==> config.mk <==
export PLATFORM = sky130hd
export DESIGN_NAME = mmio_uart_tx
export DESIGN_NICKNAME = d
export VERILOG_FILES = /design/src/rtl/mmio_uart_tx.sv
export SDC_FILE = /design/constraint.sdc
export NUM_CORES = 1
export LEC_CHECK = 0
export BUFFER_PORTS_ARGS = -buffer_cell sky130_fd_sc_hd__buf_4
export CAP_MARGIN = 15
export CELL_PAD_IN_SITES_DETAIL_PLACEMENT = 1
export CELL_PAD_IN_SITES_GLOBAL_PLACEMENT = 1
export CORE_MARGIN = 2
export CORE_UTILIZATION = 42
export DETAILED_ROUTE_END_ITERATION = 8
export PLACE_DENSITY = 0.78
export REMOVE_ABC_BUFFERS = 1
export SLEW_MARGIN = 20
export SYNTH_ARGS = -nofsm -noshare
export SYNTH_HDL_FRONTEND = slang
export SYNTH_SLANG_ARGS = --single-unit
==> constraint.sdc <==
create_clock -name clk -period 4.35 [get_ports clk]
set_input_delay 0.87 -clock clk [delete_from_list [all_inputs] [get_ports clk]]
set_output_delay 0.87 -clock clk [all_outputs]
set_load 0.02 [all_outputs]
==> src/rtl/mmio_uart_tx.sv <==
// Memory-mapped 8N1 UART transmitter with a byte FIFO behind a 16-byte register window.
// Latency: a TXDATA store at edge k makes the FIFO non-empty; the start bit drives tx after edge k+1.
// Backpressure: none on the bus; a store to a full FIFO with no same-cycle pop is dropped and sets sticky overflow.
module mmio_uart_tx #(
  parameter logic [31:0] BASE_ADDR   = 32'h8000_0000,
  parameter int          DEPTH       = 8,
  parameter logic [15:0] DEFAULT_DIV = 16'd867
) (
  input  logic        clk,
  input  logic        rst,
  input  logic        WE,
  input  logic [31:0] A,
  input  logic [31:0] WD,
  output logic [31:0] RD,
  output logic        hit,
  output logic        tx,
  output logic        busy
);

  localparam int PW = $clog2(DEPTH);
  localparam logic [PW:0] FULL_CNT = (PW+1)'(DEPTH);

  typedef enum logic [1:0] {IDLE, START, DATA, STOP} state_t;

  state_t        state, state_n;
  logic [15:0]   cnt, cnt_n;
  logic [2:0]    bit_idx, bit_n;
  logic [7:0]    shift, shift_n;
  logic [15:0]   active_div, adiv_n;
  logic          tx_n;
  logic          pop;

  logic [7:0]    mem [DEPTH];
  logic [PW-1:0] wr_ptr, rd_ptr;
  logic [PW:0]   count;
  logic          full, empty, overflow;
  logic [15:0]   div;

  logic          wr_en, push_req, push_ok, status_wr, div_wr;
  logic [7:0]    fifo_rdata;
  logic          unused_bits;

  assign hit       = (A[31:4] == BASE_ADDR[31:4]);
  assign wr_en     = WE & hit;
  assign push_req  = wr_en && (A[3:2] == 2'b00);
  assign status_wr = wr_en && (A[3:2] == 2'b01);
  assign div_wr    = wr_en && (A[3:2] == 2'b10);

  assign full       = (count == FULL_CNT);
  assign empty      = (count == '0);
  assign push_ok    = push_req && (!full || pop);
  assign fifo_rdata = mem[rd_ptr];
  assign busy       = (state != IDLE);

  assign unused_bits = ^{WD[31:16], A[1:0]};

  // Register read mux; silent outside the window so the top level can OR/select freely.
  always_comb begin
    RD = 32'b0;
    if (hit) begin
      case (A[3:2])
        2'b01:   RD = {28'b0, overflow, busy, empty, full};
        2'b10:   RD = {16'b0, div};
        default: RD = 32'b0;
      endcase
    end
  end

  // FIFO storage; contents need no reset since count gates every read.
  always_ff @(posedge clk) begin
    if (push_ok) mem[wr_ptr] <= WD[7:0];
  end

  // FIFO pointers/count, sticky overflow and the baud divisor register.
  always_ff @(posedge clk or posedge rst) begin
    if (rst) begin
      wr_ptr   <= '0;
      rd_ptr   <= '0;
      count    <= '0;
      overflow <= 1'b0;
      div      <= DEFAULT_DIV;
    end else begin
      if (push_ok) wr_ptr <= wr_ptr + 1'b1;
      if (pop)     rd_ptr <= rd_ptr + 1'b1;
      case ({push_ok, pop})
        2'b10:   count <= count + 1'b1;
        2'b01:   count <= count - 1'b1;
        default: count <= count;
      endcase
      if (push_req && full && !pop)  overflow <= 1'b1;
      else if (status_wr && WD[3])   overflow <= 1'b0;
      if (div_wr) div <= WD[15:0];
    end
  end

  // Bit-timing state register; tx is registered here so it only moves on bit boundaries.
  always_ff @(posedge clk or posedge rst) begin
    if (rst) begin
      state      <= IDLE;
      cnt        <= '0;
      bit_idx    <= '0;
      shift      <= '0;
      active_div <= DEFAULT_DIV;
      tx         <= 1'b1;
    end else begin
      state      <= state_n;
      cnt        <= cnt_n;
      bit_idx    <= bit_n;
      shift      <= shift_n;
      active_div <= adiv_n;
      tx         <= tx_n;
    end
  end

  // Next-state logic; the divisor is latched at frame start so BAUDDIV writes only affect later frames.
  always_comb begin
    state_n = state;
    cnt_n   = cnt;
    bit_n   = bit_idx;
    shift_n = shift;
    adiv_n  = active_div;
    tx_n    = tx;
    pop     = 1'b0;
    case (state)
      IDLE: begin
        tx_n = 1'b1;
        if (!empty) begin
          pop     = 1'b1;
          shift_n = fifo_rdata;
          adiv_n  = div;
          cnt_n   = '0;
          state_n = START;
          tx_n    = 1'b0;
        end
      end
      START: begin
        if (cnt == active_div) begin
          cnt_n   = '0;
          bit_n   = '0;
          state_n = DATA;
          tx_n    = shift[0];
        end else begin
          cnt_n = cnt + 16'd1;
        end
      end
      DATA: begin
        if (cnt == active_div) begin
          cnt_n = '0;
          if (bit_idx == 3'd7) begin
            state_n = STOP;
            tx_n    = 1'b1;
          end else begin
            bit_n   = bit_idx + 3'd1;
            shift_n = {1'b0, shift[7:1]};
            tx_n    = shift[1];
          end
        end else begin
          cnt_n = cnt + 16'd1;
        end
      end
      STOP: begin
        if (cnt == active_div) begin
          cnt_n = '0;
          if (!empty) begin
            // Back-to-back: skip IDLE so no extra high time appears between frames.
            pop     = 1'b1;
            shift_n = fifo_rdata;
            adiv_n  = div;
            state_n = START;
            tx_n    = 1'b0;
          end else begin
            state_n = IDLE;
            tx_n    = 1'b1;
          end
        end else begin
          cnt_n = cnt + 16'd1;
        end
      end
      default: begin
        state_n = IDLE;
        tx_n    = 1'b1;
      end
    endcase
  end

endmodule
==> results.sh <==
export IMPL_status="finished clean"
export IMPL_fin_util_pct=51.26
export IMPL_max_freq_mhz=299.2
export IMPL_setup_viol=0
export IMPL_max_slew_margin_pct=34.60
export IMPL_grtUsageTotal_pct=19.43
export IMPL_post_place_cells=731
export IMPL_synth_cell_type_count=49
export IMPL_drc=0
export IMPL_synth_flop_cell="edfxtp_1"
export IMPL_p_per_area_mw_per_mm2=473.7
export IMPL_antenna_found_initial=0
export IMPL_cts_hold_buf=0
export IMPL_min_period_ns=3.342
export IMPL_grt_pass1_vias=4494
export IMPL_tightest_slew_ns=0.9810
export IMPL_syn_area_per_cell_um2=13.42
export IMPL_hpwl_um=10500
export IMPL_cts_buffers=17
export IMPL_synthArstFlopShare_pct=53.28
export IMPL_cts_tree="yes"
export IMPL_pre_cts_ws_ns=0.9842
export IMPL_post_cts_buffers=0
export IMPL_die_area_mm2=0.01632
export IMPL_ir_drop_v=0.0002125
export IMPL_fill_cells=1516
export IMPL_worst_slack_ns=1.008
export IMPL_die_width_um=127.7
export IMPL_drt_iter0_drc=239
export IMPL_synth_seq_area_share_pct=58.55
export IMPL_hold_ws_ns=0.5087
export IMPL_cts_root_buf="clkbuf_16"
export IMPL_cts_max_level=4
export IMPL_start_util_pct=42.61
export IMPL_crit_path_end_kind="register"
export IMPL_dr_pass1_iters=4
export IMPL_wire_per_inst_um=19.67
export IMPL_place_area_mm2=0.007139
export IMPL_critPathRequiredTime_ns=4.47
export IMPL_instances_no_fill=763
export IMPL_synthesis_area_mm2=0.006430
export IMPL_critPathKind="register to register"
export IMPL_routed_wl_um=15010
export IMPL_drv_cap=0
export IMPL_grt_pass1_wl_um=23960
export IMPL_clk_latency_ns=0.42
export IMPL_via_count=4158
export IMPL_core_area_mm2=0.01509
export IMPL_totalPowerFinal_mw=3.664
export IMPL_finalSetupTns_ns=0
export IMPL_cp_max_fo=14
export IMPL_drive_above_1_share_pct=33.04
export IMPL_gp_congestion=0.7964
export IMPL_grt_start_max_net_pins=46
export IMPL_seq_area_mm2=0.003766
export IMPL_die_h_um=127.7
export IMPL_synthCells=479
export IMPL_viasPerCell=5.450
export IMPL_area_growth_pct=20.30
export IMPL_cp_start_kind="register"
export IMPL_drt_antenna_violating_nets=0
export IMPL_cp_arrival_ns=3.47
export IMPL_ctsResizeCount=0
export IMPL_slew_violations=0
export IMPL_finalCritPeriodShare_pct=76.83
export IMPL_final_nets=644
export IMPL_grt_setup_unrepaired="false"
export IMPL_multi_input_area_mm2=0.002479
export IMPL_final_hold_violation_count=0
export IMPL_stdcell_area_mm2=0.007735
export IMPL_ys_ff_latch=137
export IMPL_antennaDiodeCount=0
export IMPL_placementRows=45
export IMPL_cts_sinks=137
export IMPL_holdCritPathClass="register to register"
export IMPL_skew_ns=0.01612
export IMPL_globalRouteOverflowTotal=0
export IMPL_clockBufferDepth=2
export IMPL_yosys_warnings=0
export IMPL_synth_edf_count=64
export IMPL_port_buffers=67
export IMPL_clk_pin_slew_ns=0.06
export IMPL_io_pin_count=102
export IMPL_p_leak_nw=3.236
[layout make-up]
| class | count | area share (%) |
|---|---|---|
| sequential | 137 | 48.69 |
| clock buffer | 21 | 5.823 |
| tap | 188 | 3.041 |
| timing repair buffer | 82 | 7.959 |
| multi-input combinational | 312 | 32.04 |
| clock inverter | 11 | 1.860 |
| inverter | 12 | 0.5823 |
[critical path, stage by stage (launching register included)]
cell and delay (ns):
dfrtp_1 0.46, xnor2_1 0.20, nand4_1 0.22, o41a_1 0.72, nor2_2 0.37, o21ai_2 0.21
nor4b_1 0.56, buf_4 0.31
[power by group]
group	internal (mW)	leakage, nW	switching, mW
Clock	0.915	0.282	0.535
Sequential	1.41	1.52	0.0887
Combinational	0.313	1.43	0.406
[per-layer routing]
layer  part of all wire, %  global-route usage, %
met5                     0                      0
met4                   1.3                  6.981
met3                   3.9                  3.798
met2                    54                  34.66
met1                    41                  23.45
[Yosys cell counts (6+ instances only)]
library cell / number / share of area (%)
dfstp_2: 13 / 5.3
o21ai_0: 35 / 2.7
nand4_1: 6 / 0.58
inv_1: 12 / 0.70
mux2i_1: 10 / 1.6
nor4_1: 10 / 0.97
edfxtp_1: 64 / 30
mux2_2: 44 / 7.7
xnor2_1: 22 / 3.0
clkbuf_1: 10 / 0.58
nand2_1: 44 / 2.6
ha_1: 15 / 2.9
dfrtp_1: 60 / 23
nand3_1: 8 / 0.62
buf_4: 17 / 2.0
and3_1: 17 / 1.7
nor2_1: 10 / 0.58
mux4_2: 16 / 5.6
[layout by cell type, fill, tap and decap left out, types with 4 or more instances in the layout]
master | synthesis | final
a22o_1 | 5 | 5
a22oi_1 | 4 | 4
and2_1 | 4 | 4
and3_1 | 17 | 17
buf_4 | 17 | 82
clkbuf_16 | 0 | 17
conb_1 | 1 | 16
dfrtp_1 | 60 | 59
dfstp_2 | 13 | 13
edfxtp_1 | 64 | 64
ha_1 | 15 | 15
inv_1 | 12 | 11
mux2_2 | 44 | 44
mux2i_1 | 10 | 10
mux4_2 | 16 | 16
nand2_1 | 44 | 44
nand2b_1 | 4 | 4
nand3_1 | 8 | 8
nand4_1 | 6 | 6
nor2_1 | 10 | 10
nor3_1 | 5 | 5
nor4_1 | 10 | 10
nor4b_1 | 5 | 5
o21ai_0 | 35 | 35
xnor2_1 | 22 | 22
xor2_1 | 5 | 5
[kinds of logic after synthesis]
family	share of synthesized area, %
flops	58.55
simple gates	9.963
mux	14.87
compound gates	6.188
buf+inv	3.775
xor+xnor	3.678
fa+ha+maj	2.919
other cells	0.05832
[state kept, by name, summed over array words and instances (netlist names)]
register	flops
wr_ptr	3
bit_idx	3
shift	8
tx	1
div	16
rd_ptr	3
count	4
cnt	16
mem	64
active_div	16
state	2
overflow	1
[path summary, 6_finish.rpt]
path | from | end | slack, ns | cells past startpoint
worst max-delay path | cnt[5] | mem[6][7] | 1.01 | 7
worst min-delay path | overflow | overflow | 0.51 | 2
worst max register to register | cnt[5] | mem[6][7] | 1.01 | 7
worst min register to register | overflow | overflow | 0.51 | 2
max in group asynchronous | rst | active_div[5] | 2.81 | 3
min in group asynchronous | rst | bit_idx[0] | 0.68 | 2
(Power assumes the default switching activity.)
